--- src/rtl/ocp_pkg.sv ---
// Shared types and defaults for the OCP fault manager and its timer.
package ocp_pkg;

    typedef enum logic [2:0] {
        StIdle,
        StBlank,
        StRun,
        StClear,
        StCool,
        StLockout
    } ocp_state_e;

    localparam int unsigned NUM_CH_DEF     = 4;
    localparam int unsigned CNT_W_DEF      = 24;
    localparam int unsigned BLANK_CYC_DEF  = 1000;
    localparam int unsigned CLR_CYC_DEF    = 4;
    localparam int unsigned COOL_CYC_DEF   = 10000000;
    localparam int unsigned STABLE_CYC_DEF = 5000000;
    localparam int unsigned MAX_RETRY_DEF  = 3;
    localparam int unsigned RETRY_W        = 3;

    // True when a cycle count is non-zero and representable in a w-bit timer.
    function automatic bit cyc_ok(longint unsigned cyc, int unsigned w);
        return (cyc >= 1) && (cyc < (64'd1 << w));
    endfunction

endpackage

--- src/rtl/ocp_fault_manager_if.sv ---
// Host and detector signals of the OCP fault manager, grouped as one bundle.
interface ocp_fault_manager_if
    import ocp_pkg::*;
#(
    parameter int unsigned NUM_CH = NUM_CH_DEF
);
    logic               PWR_ON;
    logic               FAULT_ACK;
    logic [NUM_CH-1:0]  OCP_RESULT;
    logic               OCP_EN;
    logic [NUM_CH-1:0]  OCP_CLEAR;
    logic [NUM_CH-1:0]  RAIL_EN;
    logic [NUM_CH-1:0]  FAULT_CH;
    logic [RETRY_W-1:0] RETRY_CNT;
    logic               LOCKOUT;
    logic               BUSY;

    modport master (
        output PWR_ON, FAULT_ACK, OCP_RESULT,
        input  OCP_EN, OCP_CLEAR, RAIL_EN, FAULT_CH, RETRY_CNT, LOCKOUT, BUSY
    );

    modport slave (
        input  PWR_ON, FAULT_ACK, OCP_RESULT,
        output OCP_EN, OCP_CLEAR, RAIL_EN, FAULT_CH, RETRY_CNT, LOCKOUT, BUSY
    );

endinterface

--- src/rtl/ocp_timer.sv ---
// Clearable up-counter with a terminal-compare flag; clear has priority over count.
module ocp_timer #(
    parameter int unsigned W = 24
) (
    input  logic         clk,
    input  logic         rst,
    input  logic         clr,
    input  logic         en,
    input  logic [W-1:0] term,
    output logic         hit
);
    logic [W-1:0] cnt_q;

    always_ff @(posedge clk) begin
        if (rst || clr) begin
            cnt_q <= '0;
        end else if (en) begin
            cnt_q <= cnt_q + W'(1);
        end
    end

    assign hit = (cnt_q == term);

endmodule

--- src/rtl/ocp_fault_manager.sv ---
// Rail supervisor: inrush blanking, fast trip, timed clear/cooldown, bounded retry, lockout.
module ocp_fault_manager
    import ocp_pkg::*;
#(
    parameter int unsigned NUM_CH     = NUM_CH_DEF,
    parameter int unsigned CNT_W      = CNT_W_DEF,
    parameter int unsigned BLANK_CYC  = BLANK_CYC_DEF,
    parameter int unsigned CLR_CYC    = CLR_CYC_DEF,
    parameter int unsigned COOL_CYC   = COOL_CYC_DEF,
    parameter int unsigned MAX_RETRY  = MAX_RETRY_DEF,
    parameter int unsigned STABLE_CYC = STABLE_CYC_DEF
) (
    input logic               CLK_10MHz,
    input logic               RESET,
    ocp_fault_manager_if.slave bus
);
    if (!cyc_ok(BLANK_CYC, CNT_W) || !cyc_ok(CLR_CYC, CNT_W) ||
        !cyc_ok(COOL_CYC, CNT_W) || !cyc_ok(STABLE_CYC, CNT_W)) begin : g_bad_cyc
        $error("ocp_fault_manager: cycle parameter out of range for CNT_W");
    end
    if (MAX_RETRY >= (1 << RETRY_W)) begin : g_bad_retry
        $error("ocp_fault_manager: MAX_RETRY does not fit RETRY_W");
    end

    ocp_state_e         state_q, state_d;
    logic [NUM_CH-1:0]  rail_en_q, rail_en_d;
    logic [NUM_CH-1:0]  ocp_clear_q, ocp_clear_d;
    logic [NUM_CH-1:0]  fault_ch_q, fault_ch_d;
    logic [RETRY_W-1:0] retry_q, retry_d;
    logic               ocp_en_q, ocp_en_d;
    logic               lockout_q, lockout_d;
    logic               busy_q, busy_d;
    logic [CNT_W-1:0]   phase_term;
    logic               phase_hit, stable_hit, fault, stable_inc;

    assign fault      = |bus.OCP_RESULT;
    assign stable_inc = (state_q == StRun) && !fault;

    always_comb begin
        case (state_q)
            StBlank: phase_term = CNT_W'(BLANK_CYC - 1);
            StClear: phase_term = CNT_W'(CLR_CYC - 1);
            default: phase_term = CNT_W'(COOL_CYC - 1);
        endcase
    end

    // Restarts on every state change so each phase measures from its own entry edge.
    ocp_timer #(.W(CNT_W)) u_phase_timer (
        .clk  (CLK_10MHz),
        .rst  (RESET),
        .clr  (state_d != state_q),
        .en   (state_q inside {StBlank, StClear, StCool}),
        .term (phase_term),
        .hit  (phase_hit)
    );

    // Parks at STABLE_CYC-1; the fault-free edge that would reach STABLE_CYC clears retries.
    ocp_timer #(.W(CNT_W)) u_stable_timer (
        .clk  (CLK_10MHz),
        .rst  (RESET),
        .clr  (state_q != StRun),
        .en   (stable_inc && !stable_hit),
        .term (CNT_W'(STABLE_CYC - 1)),
        .hit  (stable_hit)
    );

    always_comb begin
        state_d    = state_q;
        fault_ch_d = fault_ch_q;
        retry_d    = retry_q;
        case (state_q)
            StIdle: begin
                if (bus.PWR_ON) begin
                    state_d    = StBlank;
                    fault_ch_d = '0;
                end
            end
            StBlank: begin
                if (!bus.PWR_ON) state_d = StIdle;
                else if (phase_hit) state_d = StRun;
            end
            StRun: begin
                if (fault) begin
                    state_d    = StClear;
                    fault_ch_d = bus.OCP_RESULT;
                end else if (!bus.PWR_ON) begin
                    state_d = StIdle;
                end
                if (stable_inc && stable_hit) retry_d = '0;
            end
            StClear: begin
                if (phase_hit) state_d = StCool;
            end
            StCool: begin
                if (phase_hit) begin
                    if (!bus.PWR_ON) begin
                        state_d = StIdle;
                        retry_d = '0;
                    end else if (retry_q < RETRY_W'(MAX_RETRY)) begin
                        state_d = StBlank;
                        retry_d = retry_q + RETRY_W'(1);
                    end else begin
                        state_d = StLockout;
                    end
                end
            end
            StLockout: begin
                if (bus.FAULT_ACK && !bus.PWR_ON) begin
                    state_d    = StIdle;
                    retry_d    = '0;
                    fault_ch_d = '0;
                end
            end
            default: state_d = StIdle;
        endcase

        // Registered outputs are a pure function of the state being entered.
        rail_en_d   = (state_d inside {StBlank, StRun}) ? '1 : '0;
        ocp_clear_d = (state_d == StClear) ? '1 : '0;
        ocp_en_d    = (state_d == StRun);
        lockout_d   = (state_d == StLockout);
        busy_d      = (state_d inside {StBlank, StClear, StCool, StLockout});
    end

    always_ff @(posedge CLK_10MHz) begin
        if (RESET) begin
            state_q     <= StIdle;
            rail_en_q   <= '0;
            ocp_clear_q <= '0;
            fault_ch_q  <= '0;
            retry_q     <= '0;
            ocp_en_q    <= 1'b0;
            lockout_q   <= 1'b0;
            busy_q      <= 1'b0;
        end else begin
            state_q     <= state_d;
            rail_en_q   <= rail_en_d;
            ocp_clear_q <= ocp_clear_d;
            fault_ch_q  <= fault_ch_d;
            retry_q     <= retry_d;
            ocp_en_q    <= ocp_en_d;
            lockout_q   <= lockout_d;
            busy_q      <= busy_d;
        end
    end

    assign bus.RAIL_EN   = rail_en_q;
    assign bus.OCP_CLEAR = ocp_clear_q;
    assign bus.FAULT_CH  = fault_ch_q;
    assign bus.RETRY_CNT = retry_q;
    assign bus.OCP_EN    = ocp_en_q;
    assign bus.LOCKOUT   = lockout_q;
    assign bus.BUSY      = busy_q;

endmodule
--- src/flat_wrapper.sv ---
// flat-port wrapper written by rule: the top's interface ports become plain ports
module ocp_fault_manager_flat import ocp_pkg::*;
#(
    parameter int unsigned NUM_CH     = NUM_CH_DEF,
    parameter int unsigned CNT_W      = CNT_W_DEF,
    parameter int unsigned BLANK_CYC  = BLANK_CYC_DEF,
    parameter int unsigned CLR_CYC    = CLR_CYC_DEF,
    parameter int unsigned COOL_CYC   = COOL_CYC_DEF,
    parameter int unsigned MAX_RETRY  = MAX_RETRY_DEF,
    parameter int unsigned STABLE_CYC = STABLE_CYC_DEF
)
  (CLK_10MHz, RESET, bus_PWR_ON, bus_FAULT_ACK, bus_OCP_RESULT, bus_OCP_EN, bus_OCP_CLEAR, bus_RAIL_EN, bus_FAULT_CH, bus_RETRY_CNT, bus_LOCKOUT, bus_BUSY);
  ocp_fault_manager_if #(.NUM_CH(NUM_CH)) bus_i ();
  input logic CLK_10MHz;
  input logic RESET;
  input wire logic [$bits(bus_i.PWR_ON)-1:0] bus_PWR_ON;
  input wire logic [$bits(bus_i.FAULT_ACK)-1:0] bus_FAULT_ACK;
  input wire logic [$bits(bus_i.OCP_RESULT)-1:0] bus_OCP_RESULT;
  output wire logic [$bits(bus_i.OCP_EN)-1:0] bus_OCP_EN;
  output wire logic [$bits(bus_i.OCP_CLEAR)-1:0] bus_OCP_CLEAR;
  output wire logic [$bits(bus_i.RAIL_EN)-1:0] bus_RAIL_EN;
  output wire logic [$bits(bus_i.FAULT_CH)-1:0] bus_FAULT_CH;
  output wire logic [$bits(bus_i.RETRY_CNT)-1:0] bus_RETRY_CNT;
  output wire logic [$bits(bus_i.LOCKOUT)-1:0] bus_LOCKOUT;
  output wire logic [$bits(bus_i.BUSY)-1:0] bus_BUSY;
  assign bus_i.PWR_ON = bus_PWR_ON;
  assign bus_i.FAULT_ACK = bus_FAULT_ACK;
  assign bus_i.OCP_RESULT = bus_OCP_RESULT;
  assign bus_OCP_EN = bus_i.OCP_EN;
  assign bus_OCP_CLEAR = bus_i.OCP_CLEAR;
  assign bus_RAIL_EN = bus_i.RAIL_EN;
  assign bus_FAULT_CH = bus_i.FAULT_CH;
  assign bus_RETRY_CNT = bus_i.RETRY_CNT;
  assign bus_LOCKOUT = bus_i.LOCKOUT;
  assign bus_BUSY = bus_i.BUSY;
  ocp_fault_manager #(.NUM_CH(NUM_CH), .CNT_W(CNT_W), .BLANK_CYC(BLANK_CYC), .CLR_CYC(CLR_CYC), .COOL_CYC(COOL_CYC), .MAX_RETRY(MAX_RETRY), .STABLE_CYC(STABLE_CYC)) u_core (.CLK_10MHz(CLK_10MHz), .RESET(RESET), .bus(bus_i));
endmodule
--- config.mk ---
export PLATFORM = sky130hd
export DESIGN_NAME = ocp_fault_manager_flat
export DESIGN_NICKNAME = d
export VERILOG_FILES = /design/src/rtl/ocp_pkg.sv /design/src/rtl/ocp_fault_manager_if.sv /design/src/rtl/ocp_timer.sv /design/src/rtl/ocp_fault_manager.sv /design/src/flat_wrapper.sv
export SDC_FILE = /design/constraint.sdc
export NUM_CORES = 1
export LEC_CHECK = 0
export ABC_AREA = 1
export CELL_PAD_IN_SITES_DETAIL_PLACEMENT = 0
export CELL_PAD_IN_SITES_GLOBAL_PLACEMENT = 1
export CORE_MARGIN = 8
export CORE_UTILIZATION = 39
export CTS_CLUSTER_DIAMETER = 80
export CTS_CLUSTER_SIZE = 28
export DETAILED_ROUTE_END_ITERATION = 16
export PLACE_DENSITY = 0.79
export SYNTH_ARGS = -nofsm -noshare
export SYNTH_HDL_FRONTEND = slang
export SYNTH_SLANG_ARGS = --single-unit
--- constraint.sdc ---
create_clock -name CLK_10MHz -period 2 [get_ports CLK_10MHz]
set_input_delay 0.5 -clock CLK_10MHz [delete_from_list [all_inputs] [get_ports CLK_10MHz]]
set_output_delay 0.5 -clock CLK_10MHz [all_outputs]
set_load 0.01 [all_outputs]
# Word-level counts from Yosys, hierarchy flattened
# Cells that the tools add are included.
[totals]
ff_bits = 69
inputBits = 8
out_inout_bits = 18
word_cells = 76
[classes]
n_addsub = 3
n_lt_le_gt_ge = 1
eq_ne = 20
muxes = 24
n_reduce_logical = 18
[ops]
columns = ["operator", "count"]
rows = [
  ["$add 24x1->24 const B", 2],
  ["$pmux 24 s2", 1],
  ["$mux 3", 15],
  ["$eq 24x23->1 const B", 1],
  ["$eq 24x24->1", 1],
  ["$mux 4", 5],
  ["$pmux 3 s6", 1],
  ["$eq 3x2->1 const B", 4],
  ["$eq 3x3->1 const B", 4],
  ["$pmux 4 s3", 1],
  ["$pmux 3 s3", 1],
  ["$reduce_bool 3->1", 3],
  ["$eq 3x1->1 const B", 2],
  ["$ne 2x1->1 const B", 3],
  ["$reduce_and 5->1", 1],
  ["$logic_and 1x1->1", 4],
  ["$ne 2x2->1 const B", 2],
  ["$reduce_and 4->1", 1],
  ["$reduce_bool 4->1", 1],
  ["$reduce_or 4->1", 1],
  ["$add 3x1->3 const B", 1],
  ["$logic_not 1->1", 3],
  ["$logic_not 3->1", 1],
  ["$lt 3x2->1 const B", 1],
  ["5 further kinds", 6],
]

# Depth between registers and ports, before layout
[depth]
word_depth = 9
ltp_mapped = 18
ltp_nobuf = 16

# Cells and area by module
# From an unflattened synthesis, not the netlist that was laid out.
[unflattened]
hier_cells = 627
area_unflattened_um2 = 4200.3
[modules_own_cells]
columns = ["mod", "instances", "cells_per_inst", "area_each_um2", "seq_area_each_um2"]
rows = [
  ["ocp_timer", 2, 238, 1581.5, 480.5],
  ["ocp_fault_manager", 1, 151, 1037.2, 300.3],
]

# Worst setup path after synthesis
# Ideal clock, no wire load.
[synth_path]
path_kind = "flip-flop to flip-flop"
from = "register u_core.state_q[0]"
to = "register u_core.u_phase_timer.cnt_q[15]"
setup_time_ns = 0.120
arrival_time_ns = 1.756
required_time_ns = 1.880
slack_ns = 0.124
path_stages_with_launch = 16
path_buffers = 2
synth_period_minus_slack_ns = 1.876
cell_sequence = "dfxtp_1 > buf_6 > inv_4 > nor2_2 > nand3_1 > nand2_1 > nand2_2 > nor2_4 > nand2_2 > nand2_2 > nand2_1 > nor2_2 > nand3_1 > nand2_4 > buf_6 > nor3_2"
[synth_via]
elab_chain_len = 8
word_cells_on_any_way = 20
cone_classes = "7 x eq/ne; 10 x mux; 3 x reduce/logical"
[synth_rtl]
columns = ["item", "line_no", "source"]
rows = [
  ["start, declared", "ocp_fault_manager.sv:25", "ocp_state_e state_q, state_d;"],
  ["start signal, assigned", "ocp_fault_manager.sv:127", "state_q <= StIdle;"],
  ["start signal, assigned", "ocp_fault_manager.sv:136", "state_q <= state_d;"],
  ["$eq 3x2->1 / $eq 3x1->1 (equally long branches)", "ocp_fault_manager.sv:40, ocp_fault_manager.sv:52, ocp_fault_manager.sv:71", ""],
  ["$pmux 24 s2", "ocp_fault_manager.sv:40", "case (state_q)"],
  ["$eq 24x24->1", "ocp_timer.sv:22", "assign hit = (cnt_q == term);"],
  ["$mux 3", "ocp_fault_manager.sv:80", "else if (phase_hit) state_d = StRun;"],
  ["$mux 3", "ocp_fault_manager.sv:79", "if (!bus.PWR_ON) state_d = StIdle;"],
  ["$pmux 3 s6", "ocp_fault_manager.sv:71", "case (state_q)"],
  ["$ne 3x3->1", "ocp_fault_manager.sv:51", ".clr (state_d != state_q),"],
  ["$logic_or 1x1->1", "ocp_timer.sv:15", "if (rst || clr) begin"],
  ["end signal, assigned", "ocp_timer.sv:18", "cnt_q <= cnt_q + W'(1);"],
  ["end, declared", "ocp_timer.sv:12", "logic [W-1:0] cnt_q;"],
]
# Parallel ways exist; a longest one is shown, timed or not.
# A chain may end at the register's enable or synchronous reset.

# Final worst setup path
[layout_path]
from = "register u_core.state_q[0]"
to = "register u_core.u_phase_timer.cnt_q[16]"
# Same word-level chain as after synthesis.

==> impl_results.md <==
* Max-cap viol count at 0
* CP endpoint: u_core.u_phase_timer.cnt_q[16]
* Routed Antenna Nets at 0
* # port buffers at 25
* Nets at ~670
* Most used DFF post-synth: dfxtp_1
* R2R Path End: u_core.u_phase_timer.cnt_q[16]
* Final setup viols at 0
* Vias/cell at 4.82
* Outcome: complete, no violations
* Root Buffer: clkbuf_8
* Yosys reg bits at 63
* # clock sinks at 63
* EDFF count, synth at 0
* Num CTS Buffers at 9
* Die width at 115 µm
* Critical Setup Path Class: reg2reg
* Final HPWL DP at 7.62 mm
* Via count at 3828
* Sw Share at 0.238
* Clk pwr share at 0.406
* Setup TNS at 0 ns
* Synth area leader: dfxtp_1
* Asr flop ratio synth at 0
* Total core area at 0.00964 mm²
* CTS H-Tree Depth at 3
* Total power at 2.47 mW
* R2R depth at 18
* Net Sw Power at 0.588 mW
* Share of layout cells above drive strength 1 at 0.269
* Overflow after GRT at 0
* FF/Latch Area at 0.00127 mm²
* Antenna violations before repair at 0
* Global Route Usage Sum at 0.158
* Vias in the first global route at 3762
* Syn nets at between 500 and 600
* WP data arrival at 2.25 ns
* Final core utilization at 0.534
* Post-synthesis cell type count at 33
* Worst-Margin Slew at 0.457 ns
* Reg power frac at 0.511
* CTS tree: built
* Die ar. at 0.0132 mm²
* Commonest non-fill, non-tap cell in the layout: nand2_1
* Max clock buf depth at 2
* Gate Count Post-Synth at ~560
* CP Launch Type: register
* Clock transition at path regs at 0.06 ns
* Crit path required time at 2.27 ns
* Crit Path Max Fanout at 13
* Relative slew slack at 0.693
* Critical Path Sink Type: register
* Row count at 36
* Initial drt markers at 154
* Clk_lat worst skew at about 0.35 ns
* Placed Area at 0.00475 mm²
* Total Wirelength at 10.1 mm
* Final Hold Vio Count at 0
* Syn. warnings at 0
* DRC viols at 0
* Power per cell area at 480 mW/mm²
* FF-to-FF Start: u_core.state_q[0]
* Min-Delay Path Class: reg2reg
* WL per Instance at 12.7 µm
* Final GP Congestion at ~0.90
* Multi-input logic area at 0.00229 mm²
* Pins Over Slew Limit at 0
* Peak VDD IR at 0.344 mV
* Syn Std Cell Area at 0.00380 mm²
* Diode count at 0
* Tcrit/Tclk final at 0.992
* Die H at roughly 110 µm
* Post-route cell area at 0.00515 mm²
* Drt first pass iters at 4
* Top cells by area, synth: dfxtp_1 33%, nand2_1 14%, inv_1 6.5%
* Pint at between 1.5 and 2 mW
* Synthesized area per cell at 6.83 µm²
* Post-synthesis sequential area ratio at 0.332
* Largest net degree at the start of global routing at 25
* WHS at 0.461 ns
* Comb pwr share at 0.083
* Initial core utilization at 0.394
* # IOs at 26
* First-pass GRT wire length at approximately 17 mm
* Critical Path Start: u_core.state_q[0]
* Fill cell count at 948
* Top cell type's share of synthesized area at 0.332
* Clk_skew at 0.00822 ns
* Commonest cells after routing, fill and taps aside: 128 x nand2_1, 77 x buf_4, 63 x inv_1, 56 x dfxtp_1, 51 x nor2_1
* Flop2flop setup slack at ~0.015 ns
* Area growth, synth to finish at 35.4%
* Leakage at 1.98 nW
* RSZ-0062 raised after global routing: yes
* Min cycle time layout at ~2 ns
* Fmax at 0.504 GHz
==> synth_stat cells, drive strengths merged (2+ instances only) <==
master  instances
o21ai          11
buf            15
xnor2          11
nor2           62
nor3           45
nor4            6
inv            70
xor2           25
ha              3
a21oi          36
nand2         144
nand4          17
dfxtp          63
a211oi          2
clkbuf          4
nand3          38
==> worst min-delay path by stage <==
stage                                               from                        endpoint  cells after the start
after detailed placement          u_core.bus.FAULT_CH[2]          u_core.bus.FAULT_CH[2]                      2
after global placement            u_core.bus.FAULT_CH[3]          u_core.bus.FAULT_CH[3]                      2
after floorplan           u_core.u_stable_timer.cnt_q[6]  u_core.u_stable_timer.cnt_q[6]                      2
after global routing              u_core.bus.FAULT_CH[2]          u_core.bus.FAULT_CH[2]                      2
final                             u_core.bus.FAULT_CH[2]          u_core.bus.FAULT_CH[2]                      2
after CTS                         u_core.bus.FAULT_CH[2]          u_core.bus.FAULT_CH[2]                      2
==> power by group through the flow <==
| stage | combinational, mW | clock [mW] | sequential, mW |
|---|---|---|---|
| floorplan | 0.0975 | 0 | 1.29 |
| global placement | 0.176 | 0 | 1.29 |
| detailed placement | 0.178 | 0 | 1.29 |
| CTS | 0.184 | 1.04 | 1.26 |
| global route | 0.222 | 1.10 | 1.26 |
| finish | 0.206 | 1.00 | 1.26 |
==> final cells by class <==
type                            count  area share
Clock inverter                      1    0.000972
Sequential cell                    63       0.248
Tap cell                          133      0.0323
Timing Repair Buffer              111       0.190
Clock buffer                       12      0.0321
Multi-Input combinational cell    404       0.444
Inverter                           71      0.0527
==> worst max-delay path, stage by stage (launching register included) <==
cell,delay (ns)
dfxtp_4,0.37
buf_12,0.13
nand2_8,0.07
buf_6,0.11
nand2_2,0.05
nand2_2,0.06
nand2_1,0.04
nor2_1,0.09
nand2_1,0.07
inv_2,0.09
nand2_2,0.06
nand2_2,0.07
nand2_2,0.06
nor2_4,0.12
nand2_2,0.08
nand2_2,0.08
nand2_4,0.07
buf_12,0.16
nor3_4,0.11
==> routing by layer <==
| metal | up-vias | global-route usage | share of wire |
|---|---|---|---|
| met2 | 66 | 0.260 | 0.46 |
| met4 | 0 | 0.0622 | 0.017 |
| met1 | 1749 | 0.197 | 0.48 |
| met3 | 16 | 0.0336 | 0.041 |
| met5 | - | 0 | 0 |
| li1 | 1997 | - | - |
==> per-stage QoR <==
stage / instances / setup slack [ns]
floorplan: 557 / 0.124
global placement: 777 / -0.195
detailed placement: 777 / -0.209
CTS: 792 / -0.0239
global route: 795 / -0.158
finish: 795 / 0.0154
==> state kept, by name, summed over array words and instances, names as in the netlist <==
signal	cells
u_core.u_stable_timer.cnt_q	24
u_core.bus.OCP_CLEAR	1
u_core.state_q	3
u_core.bus.OCP_EN	1
u_core.u_phase_timer.cnt_q	24
u_core.bus.BUSY	1
u_core.bus.LOCKOUT	1
u_core.bus.RAIL_EN	1
u_core.bus.FAULT_CH	4
u_core.bus.RETRY_CNT	3
==> kinds of logic (layout without fill, tap and decap cells) <==
group / Yosys count / after routing / share of synthesized area
AOI/OAI and AO/OA: 51 / 51 / 0.0698
xor gates and xnor gates: 36 / 36 / 0.0829
adders and majority gates: 3 / 3 / 0.00987
buffers and inverters: 90 / 195 / 0.105
DFF: 63 / 63 / 0.332
muxes: 1 / 1 / 0.00263
and+or+nand+nor: 313 / 313 / 0.398
==> what timing repair did <==
action | 4_1_cts | 5_1_grt
hold buffers | 0 | 0
endpoints found under the hold margin | 0 | 0
gates resized for setup | 12 | 40
setup endpoints to repair | 29 | 57
cloned | 0 | 2
pin swaps | 3 | 9
buffers inserted | 2 | 1
Note: power is estimated with default switching activity, not from simulation.
